==> src/rtl/lsu_pkg.sv <==
// Shared types for the load/store unit: funct3 encodings, FSM states, lane widths.
// Optional misaligned-access trapping is enabled by defining LSU_MISALIGN_CHECK_EN.
package lsu_pkg;

  typedef enum logic [2:0] {
    OP_B  = 3'b000,
    OP_H  = 3'b001,
    OP_W  = 3'b010,
    OP_BU = 3'b100,
    OP_HU = 3'b101
  } mem_op_e;

  typedef enum logic [2:0] {
    IDLE,
    LOAD,
    MERGE,
    DONE,
    ERR
  } lsu_state_e;

  localparam int BYTE_W = 8;
  localparam int HALF_W = 16;
  localparam int WORD_W = 32;

  // Unknown funct3 values fall back to word size, so they need full alignment.
  function automatic logic is_misaligned(logic we, logic [2:0] op, logic [1:0] off);
    if (op == OP_B || (!we && op == OP_BU)) return 1'b0;
    if (op == OP_H || (!we && op == OP_HU)) return off[0];
    return off != 2'b00;
  endfunction

endpackage

==> src/rtl/lsu_dram_ctrl_if.sv <==
// Core request/response handshake plus data-RAM port of the load/store unit.
// The slave modport is the LSU; master is the core and RAM side.
interface lsu_dram_ctrl_if #(
  parameter int DRAM_AW = 16
);
  logic               req_valid;
  logic               req_ready;
  logic               req_we;
  logic [2:0]         req_op;
  logic [31:0]        req_addr;
  logic [31:0]        req_wdata;
  logic               resp_valid;
  logic [31:0]        resp_rdata;
  logic               resp_err;
  logic [DRAM_AW-1:0] dram_a;
  logic               dram_we;
  logic [31:0]        dram_din;
  logic [31:0]        dram_spo;

  modport slave (
    input  req_valid, req_we, req_op, req_addr, req_wdata, dram_spo,
    output req_ready, resp_valid, resp_rdata, resp_err, dram_a, dram_we, dram_din
  );

  modport master (
    output req_valid, req_we, req_op, req_addr, req_wdata, dram_spo,
    input  req_ready, resp_valid, resp_rdata, resp_err, dram_a, dram_we, dram_din
  );
endinterface

==> src/rtl/lsu_align.sv <==
// Lane selection for the LSU: load extension from the RAM word and the
// byte/halfword merge used by the read-modify-write store path.
module lsu_align
  import lsu_pkg::*;
(
  input  logic [WORD_W-1:0] spo,
  input  logic [WORD_W-1:0] wdata,
  input  logic [1:0]        off,
  input  logic [2:0]        op,
  output logic [WORD_W-1:0] rdata,
  output logic [WORD_W-1:0] merged
);

  logic [BYTE_W-1:0] lane_b;
  logic [HALF_W-1:0] lane_h;

  always_comb begin
    lane_b = spo[{off, 3'b000} +: BYTE_W];
    lane_h = spo[{off[1], 4'b0000} +: HALF_W];

    case (op)
      OP_B:    rdata = {{(WORD_W-BYTE_W){lane_b[BYTE_W-1]}}, lane_b};
      OP_BU:   rdata = {{(WORD_W-BYTE_W){1'b0}}, lane_b};
      OP_H:    rdata = {{(WORD_W-HALF_W){lane_h[HALF_W-1]}}, lane_h};
      OP_HU:   rdata = {{(WORD_W-HALF_W){1'b0}}, lane_h};
      default: rdata = spo;
    endcase

    merged = spo;
    case (op)
      OP_B:    merged[{off, 3'b000} +: BYTE_W]    = wdata[BYTE_W-1:0];
      OP_H:    merged[{off[1], 4'b0000} +: HALF_W] = wdata[HALF_W-1:0];
      default: merged = wdata;
    endcase
  end

endmodule

==> src/rtl/lsu_dram_ctrl.sv <==
// Load/store unit between the MEM stage and a word-wide registered-read data RAM.
// Define LSU_MISALIGN_CHECK_EN to trap misaligned accesses instead of aligning down.
module lsu_dram_ctrl
  import lsu_pkg::*;
#(
  parameter int DRAM_AW = 16
) (
  input  logic           clk,
  input  logic           rst,
  lsu_dram_ctrl_if.slave bus
);

  lsu_state_e         state_q, state_d;
  logic [DRAM_AW-1:0] waddr_q, waddr_d;
  logic [1:0]         off_q, off_d;
  logic [2:0]         op_q, op_d;
  logic [31:0]        wdata_q, wdata_d;

  logic [DRAM_AW-1:0] req_word;
  logic               unused_addr_hi;
  logic               sub_word;
  logic [31:0]        ld_data, mg_data;

  logic               ready_c, rv_c, we_c;
  logic [31:0]        rdata_c, din_c;
  logic [DRAM_AW-1:0] a_c;

  assign req_word       = bus.req_addr[DRAM_AW+1:2];
  assign unused_addr_hi = ^bus.req_addr[31:DRAM_AW+2];
  assign sub_word       = bus.req_op == OP_B || bus.req_op == OP_H;

`ifdef LSU_MISALIGN_CHECK_EN
  logic misalign;
  logic err_c;
  assign misalign = is_misaligned(bus.req_we, bus.req_op, bus.req_addr[1:0]);
`endif

  lsu_align u_align (
    .spo    (bus.dram_spo),
    .wdata  (wdata_q),
    .off    (off_q),
    .op     (op_q),
    .rdata  (ld_data),
    .merged (mg_data)
  );

  always_ff @(posedge clk) begin
    if (rst) state_q <= IDLE;
    else     state_q <= state_d;
    waddr_q <= waddr_d;
    off_q   <= off_d;
    op_q    <= op_d;
    wdata_q <= wdata_d;
  end

  always_comb begin
    state_d = state_q;
    waddr_d = waddr_q;
    off_d   = off_q;
    op_d    = op_q;
    wdata_d = wdata_q;
    ready_c = 1'b0;
    rv_c    = 1'b0;
    rdata_c = '0;
    we_c    = 1'b0;
    din_c   = '0;
    a_c     = waddr_q;
`ifdef LSU_MISALIGN_CHECK_EN
    err_c   = 1'b0;
`endif

    case (state_q)
      IDLE: begin
        a_c     = req_word;
        ready_c = 1'b1;
        if (bus.req_valid) begin
          waddr_d = req_word;
          off_d   = bus.req_addr[1:0];
          op_d    = bus.req_op;
          wdata_d = bus.req_wdata;
`ifdef LSU_MISALIGN_CHECK_EN
          if (misalign) state_d = ERR;
          else
`endif
          if (!bus.req_we) state_d = LOAD;
          else if (sub_word) state_d = MERGE;
          else begin
            // Full-word store writes straight through in the accept cycle.
            we_c    = 1'b1;
            din_c   = bus.req_wdata;
            state_d = DONE;
          end
        end
      end
      LOAD: begin
        rv_c    = 1'b1;
        rdata_c = ld_data;
        state_d = IDLE;
      end
      MERGE: begin
        // dram_spo holds the word read during the accept cycle.
        we_c    = 1'b1;
        din_c   = mg_data;
        state_d = DONE;
      end
      DONE: begin
        rv_c    = 1'b1;
        state_d = IDLE;
      end
`ifdef LSU_MISALIGN_CHECK_EN
      ERR: begin
        rv_c    = 1'b1;
        err_c   = 1'b1;
        state_d = IDLE;
      end
`endif
      default: state_d = IDLE;
    endcase

    if (rst) begin
      ready_c = 1'b0;
      rv_c    = 1'b0;
      rdata_c = '0;
      we_c    = 1'b0;
      din_c   = '0;
      a_c     = '0;
`ifdef LSU_MISALIGN_CHECK_EN
      err_c   = 1'b0;
`endif
    end
  end

  assign bus.req_ready  = ready_c;
  assign bus.resp_valid = rv_c;
  assign bus.resp_rdata = rdata_c;
  assign bus.dram_a     = a_c;
  assign bus.dram_we    = we_c;
  assign bus.dram_din   = din_c;
`ifdef LSU_MISALIGN_CHECK_EN
  assign bus.resp_err   = err_c;
`else
  assign bus.resp_err   = 1'b0;
`endif

endmodule

==> src/flat_wrapper.sv <==
// flat-port wrapper written by rule: the top's interface ports become plain ports
module lsu_dram_ctrl_flat import lsu_pkg::*;
#(
  parameter int DRAM_AW = 16
)
  (clk, rst, bus_req_valid, bus_req_we, bus_req_op, bus_req_addr, bus_req_wdata, bus_dram_spo, bus_req_ready, bus_resp_valid, bus_resp_rdata, bus_resp_err, bus_dram_a, bus_dram_we, bus_dram_din);
  lsu_dram_ctrl_if #(.DRAM_AW(DRAM_AW)) bus_i ();
  input  logic clk;
  input  logic rst;
  input wire logic [$bits(bus_i.req_valid)-1:0] bus_req_valid;
  input wire logic [$bits(bus_i.req_we)-1:0] bus_req_we;
  input wire logic [$bits(bus_i.req_op)-1:0] bus_req_op;
  input wire logic [$bits(bus_i.req_addr)-1:0] bus_req_addr;
  input wire logic [$bits(bus_i.req_wdata)-1:0] bus_req_wdata;
  input wire logic [$bits(bus_i.dram_spo)-1:0] bus_dram_spo;
  output wire logic [$bits(bus_i.req_ready)-1:0] bus_req_ready;
  output wire logic [$bits(bus_i.resp_valid)-1:0] bus_resp_valid;
  output wire logic [$bits(bus_i.resp_rdata)-1:0] bus_resp_rdata;
  output wire logic [$bits(bus_i.resp_err)-1:0] bus_resp_err;
  output wire logic [$bits(bus_i.dram_a)-1:0] bus_dram_a;
  output wire logic [$bits(bus_i.dram_we)-1:0] bus_dram_we;
  output wire logic [$bits(bus_i.dram_din)-1:0] bus_dram_din;
  assign bus_i.req_valid = bus_req_valid;
  assign bus_i.req_we = bus_req_we;
  assign bus_i.req_op = bus_req_op;
  assign bus_i.req_addr = bus_req_addr;
  assign bus_i.req_wdata = bus_req_wdata;
  assign bus_i.dram_spo = bus_dram_spo;
  assign bus_req_ready = bus_i.req_ready;
  assign bus_resp_valid = bus_i.resp_valid;
  assign bus_resp_rdata = bus_i.resp_rdata;
  assign bus_resp_err = bus_i.resp_err;
  assign bus_dram_a = bus_i.dram_a;
  assign bus_dram_we = bus_i.dram_we;
  assign bus_dram_din = bus_i.dram_din;
  lsu_dram_ctrl #(.DRAM_AW(DRAM_AW)) u_core (.clk(clk), .rst(rst), .bus(bus_i));
endmodule
==> config.mk <==
export PLATFORM = sky130hd
export DESIGN_NAME = lsu_dram_ctrl_flat
export DESIGN_NICKNAME = d
export VERILOG_FILES = /design/src/rtl/lsu_pkg.sv /design/src/rtl/lsu_dram_ctrl_if.sv /design/src/rtl/lsu_align.sv /design/src/rtl/lsu_dram_ctrl.sv /design/src/flat_wrapper.sv
export SDC_FILE = /design/constraint.sdc
export NUM_CORES = 1
export LEC_CHECK = 0
export ABC_CLOCK_PERIOD_IN_PS = 2800
export CELL_PAD_IN_SITES_DETAIL_PLACEMENT = 1
export CELL_PAD_IN_SITES_GLOBAL_PLACEMENT = 1
export CORE_MARGIN = 2
export CORE_UTILIZATION = 28
export CTS_CLUSTER_SIZE = 8
export DETAILED_ROUTE_END_ITERATION = 8
export PLACE_DENSITY = 0.85
export SYNTH_ARGS = -nofsm -noshare
export SYNTH_HDL_FRONTEND = slang
export SYNTH_SLANG_ARGS = --single-unit
==> constraint.sdc <==
create_clock -name clk -period 2.8 [get_ports clk]
set_clock_uncertainty 0.05 [all_clocks]
set_input_delay 0.7 -clock clk [delete_from_list [all_inputs] [get_ports clk]]
set_output_delay 0.7 -clock clk [all_outputs]
set_load 0.02 [all_outputs]
==> results.yml <==
logic_synthesis:
  syn_nets: 534
  synth.lib_cells_used.distinct: 59
  synth_ff_type: "edfxtp_1"
  seq_area_frac_synth_pct: 38.9
  synth_largest_area_cell: "edfxtp_1"
  synthArstFlopShare_pct: 0
  syn-cell-area_um2: 4200
  synth_warnings: 0
  netlist.area_leader.share_pct: 37.9
  synth.area.top_cells: "edfxtp_1 (38%), nand2_1 (6.1%), a21oi_1 (4.9%), mux4_1 (3.8%), a221o_1 (3.6%)"
  synth_area_per_cell_um2: 9.86
  ys_ff_latch: 55
  synth_cells: 426
  synth_edf_count: 53
cts:
  h-tree-depth: 2
  clk_latency_ns: 0.30
  numCtsBuffers: 5
  cts_tree: "yes"
  ctsRootBufferMaster: "clkbuf_16"
  cts.sinks: 55
  path_clk_slew_ns: 0.07
  holdBufCountCts: 0
  clock_path_buffers: 2
placed_design:
  io_buffers: 171
  dp_cells: 838
  place.detailed.hpwl_um: 14700
  place_ws_ns: -1.01
  gp_congestion: 0.853
power:
  p_leak_nw: 3.35
  power.density_nw_per_um2: 387
  peakVddDrop_v: 0.000335
final_layout:
  final_nets: 794
  drive_above_1_share_pct: 41.6
  area_delta_synth_final_pct: 76.3
  fin_cells: 871
  antenna_cells: 0
  final_common_cell: "buf_4"
  final_cell_mix: "buf_4 (106), nand2_1 (67), clkdlybuf4s50_1 (60), edfxtp_1 (53), buf_6 (42)"
route:
  drc: 0
  drtPass1Iterations: 5
  totalWireLength_um: 21100
  vias: 4927
  avgRoutedWirePerCell_um: 24.2
  drt_iter0_drc: 465
  ant_nets: 0
  vias_per_cell: 5.66
global_route:
  grt_max_degree: 41
  grt_antenna_before_repair: 0
  grt-ovfl-total: 0
  grt_first_pass_wirelength_um: 31000
  grt_pass1_vias: 5284
  grt_util_all_layers_pct: 24.8
worst_setup_path:
  cp-start-kind: "flop"
  r2r_cells: 6
  cp-startpoint: "u_core.off_q[0]$_DFFE_PP_"
  r2r_start: "u_core.state_q[1]$_SDFFE_PP0P_"
  arrival_ns: 2.25
  rr_endpoint: "u_core.wdata_q[27]$_DFFE_PP_"
  worstSetupEndpointType: "primary output"
  endpoint: "bus_resp_rdata[12]"
  path_class: "flop to primary output"
  critPathMaxFanout: 5
  required_ns: 2.05
  r2r_setup_slack_ns: 0.91
outcome:
  status: "finished, violations left"
  violations: "setup timing"
die:
  die_h_um: 126
  dieArea_um2: 16000
  start_util_pct: 28.8
  io_pins: 187
  rows: 44
  core_um2: 14600
  chipWidth_um: 126
sta:
  setup_viol: 55
  fmax_ghz: 0.334
  fin_crit_ns: 3.00
  final_max_slew_viol_count: 0
  finalSetupTns_ns: -6.27
  holdWs_ns: 0.699
  finalCritPeriodShare_pct: 107
  layout_setup_ws_ns: -0.197
  finalHoldViolCount: 0
  rsz0062_at_grt: "true"
run:
  maxCapViolCount: 0
worst_hold_path:
  hold_path_class: "flop to flop"
  hp-start: "u_core.state_q[1]$_SDFFE_PP0P_"
==> synth_stat cells, drive strengths merged, types with 2 or more instances <==
cell type,n
nand2,68
edfxtp,53
a21oi,43
buf,24
nor3,19
a22o,17
a221o,15
clkbuf,14
a221oi,13
inv,13
nor2,12
and2,9
o21a,9
o21ai,9
a222oi,8
mux4,8
nand4,8
o22ai,8
mux2i,7
nor2b,7
a21o,6
o2bb2ai,6
ha,5
nand2b,5
o211a,5
or2,5
mux2,3
nand3,3
a22oi,2
and2b,2
dfxtp,2
o221a,2
o221ai,2
or3b,2
==> routing by layer <==
metal,wire length [um],GRT usage [%],part of all wire (%),vias up
li1,-,-,-,2182
met1,7870,29.4,37,2418
met2,10400,43.2,49,282
met3,2050,5.90,9.7,45
met4,744,9.63,3.5,0
met5,0,0,0,-
==> layout make-up <==
type,instances,area (um^2)
fillers,1603,7190
multi-input cells,321,2660
repair buffers,290,2640
flip-flops and latches,55,1630
well taps,184,230
clock buffers,5,125
clock inverters,3,67.6
inverters,13,52.6
==> stage by stage <==
step	power (mW)	util (%)	area (um^2)
after global placement	1.91	46.2	6740
after floorplan	1.45	-	4260
after detailed placement	1.94	46.2	6740
after CTS	2.80	49.5	7220
final	2.87	50.7	7400
after global routing	2.95	50.7	7400
==> timing repair <==
item,in CTS,in global routing
setup buffers,19,5
setup endpoints to repair,83,77
endpoints found under the hold margin,0,0
gates resized for setup,439,57
cloned,4,0
pin swaps,50,18
==> worst max-delay path, stage by stage (launching register included) <==
cell	delay (ns)
edfxtp_1	0.39
buf_6	0.15
mux4_2	0.56
a211o_1	0.39
a21o_1	0.18
o211a_1	0.14
buf_6	0.14
==> cell families (layout without fill, tap and decap cells) <==
kind of cell               Yosys count  after routing  share of synthesized area (%)
other                                1              1                         0.0893
buffers and inverters               51            311                           6.32
and+or+nand+nor                    146            147                           18.9
muxes                               18             18                           7.30
adders and majority gates            5              5                           1.49
AOI/OAI and AO/OA                  150            150                           27.0
DFF                                 55             55                           38.9
==> worst min-delay path by stage <==
stage                                     endpoint  slack [ns]  cells past startpoint
global route        u_core.state_q[1]$_SDFFE_PP0P_        0.73                      3
floorplan           u_core.state_q[0]$_SDFFE_PP0P_        0.51                      3
CTS                 u_core.state_q[0]$_SDFFE_PP0P_        0.66                      3
global placement    u_core.state_q[1]$_SDFFE_PP0P_        0.58                      3
finish              u_core.state_q[0]$_SDFFE_PP0P_        0.70                      3
detailed placement  u_core.state_q[0]$_SDFFE_PP0P_        0.62                      3
==> report_power, final <==
| group | switching, mW | total, mW | internal [mW] |
|---|---|---|---|
| clock network | 0.308 | 0.821 | 0.513 |
| logic | 0.549 | 1.04 | 0.493 |
| registers | 0.0332 | 1.00 | 0.972 |
| total | 0.890 | 2.87 | 1.98 |
==> state kept, by name (all words and copies together) (netlist names) <==
name	flops
u_core.state_q	2
u_core.waddr_q	16
u_core.wdata_q	32
u_core.op_q	3
u_core.off_q	2
Note: power is estimated with default switching activity, not from simulation.
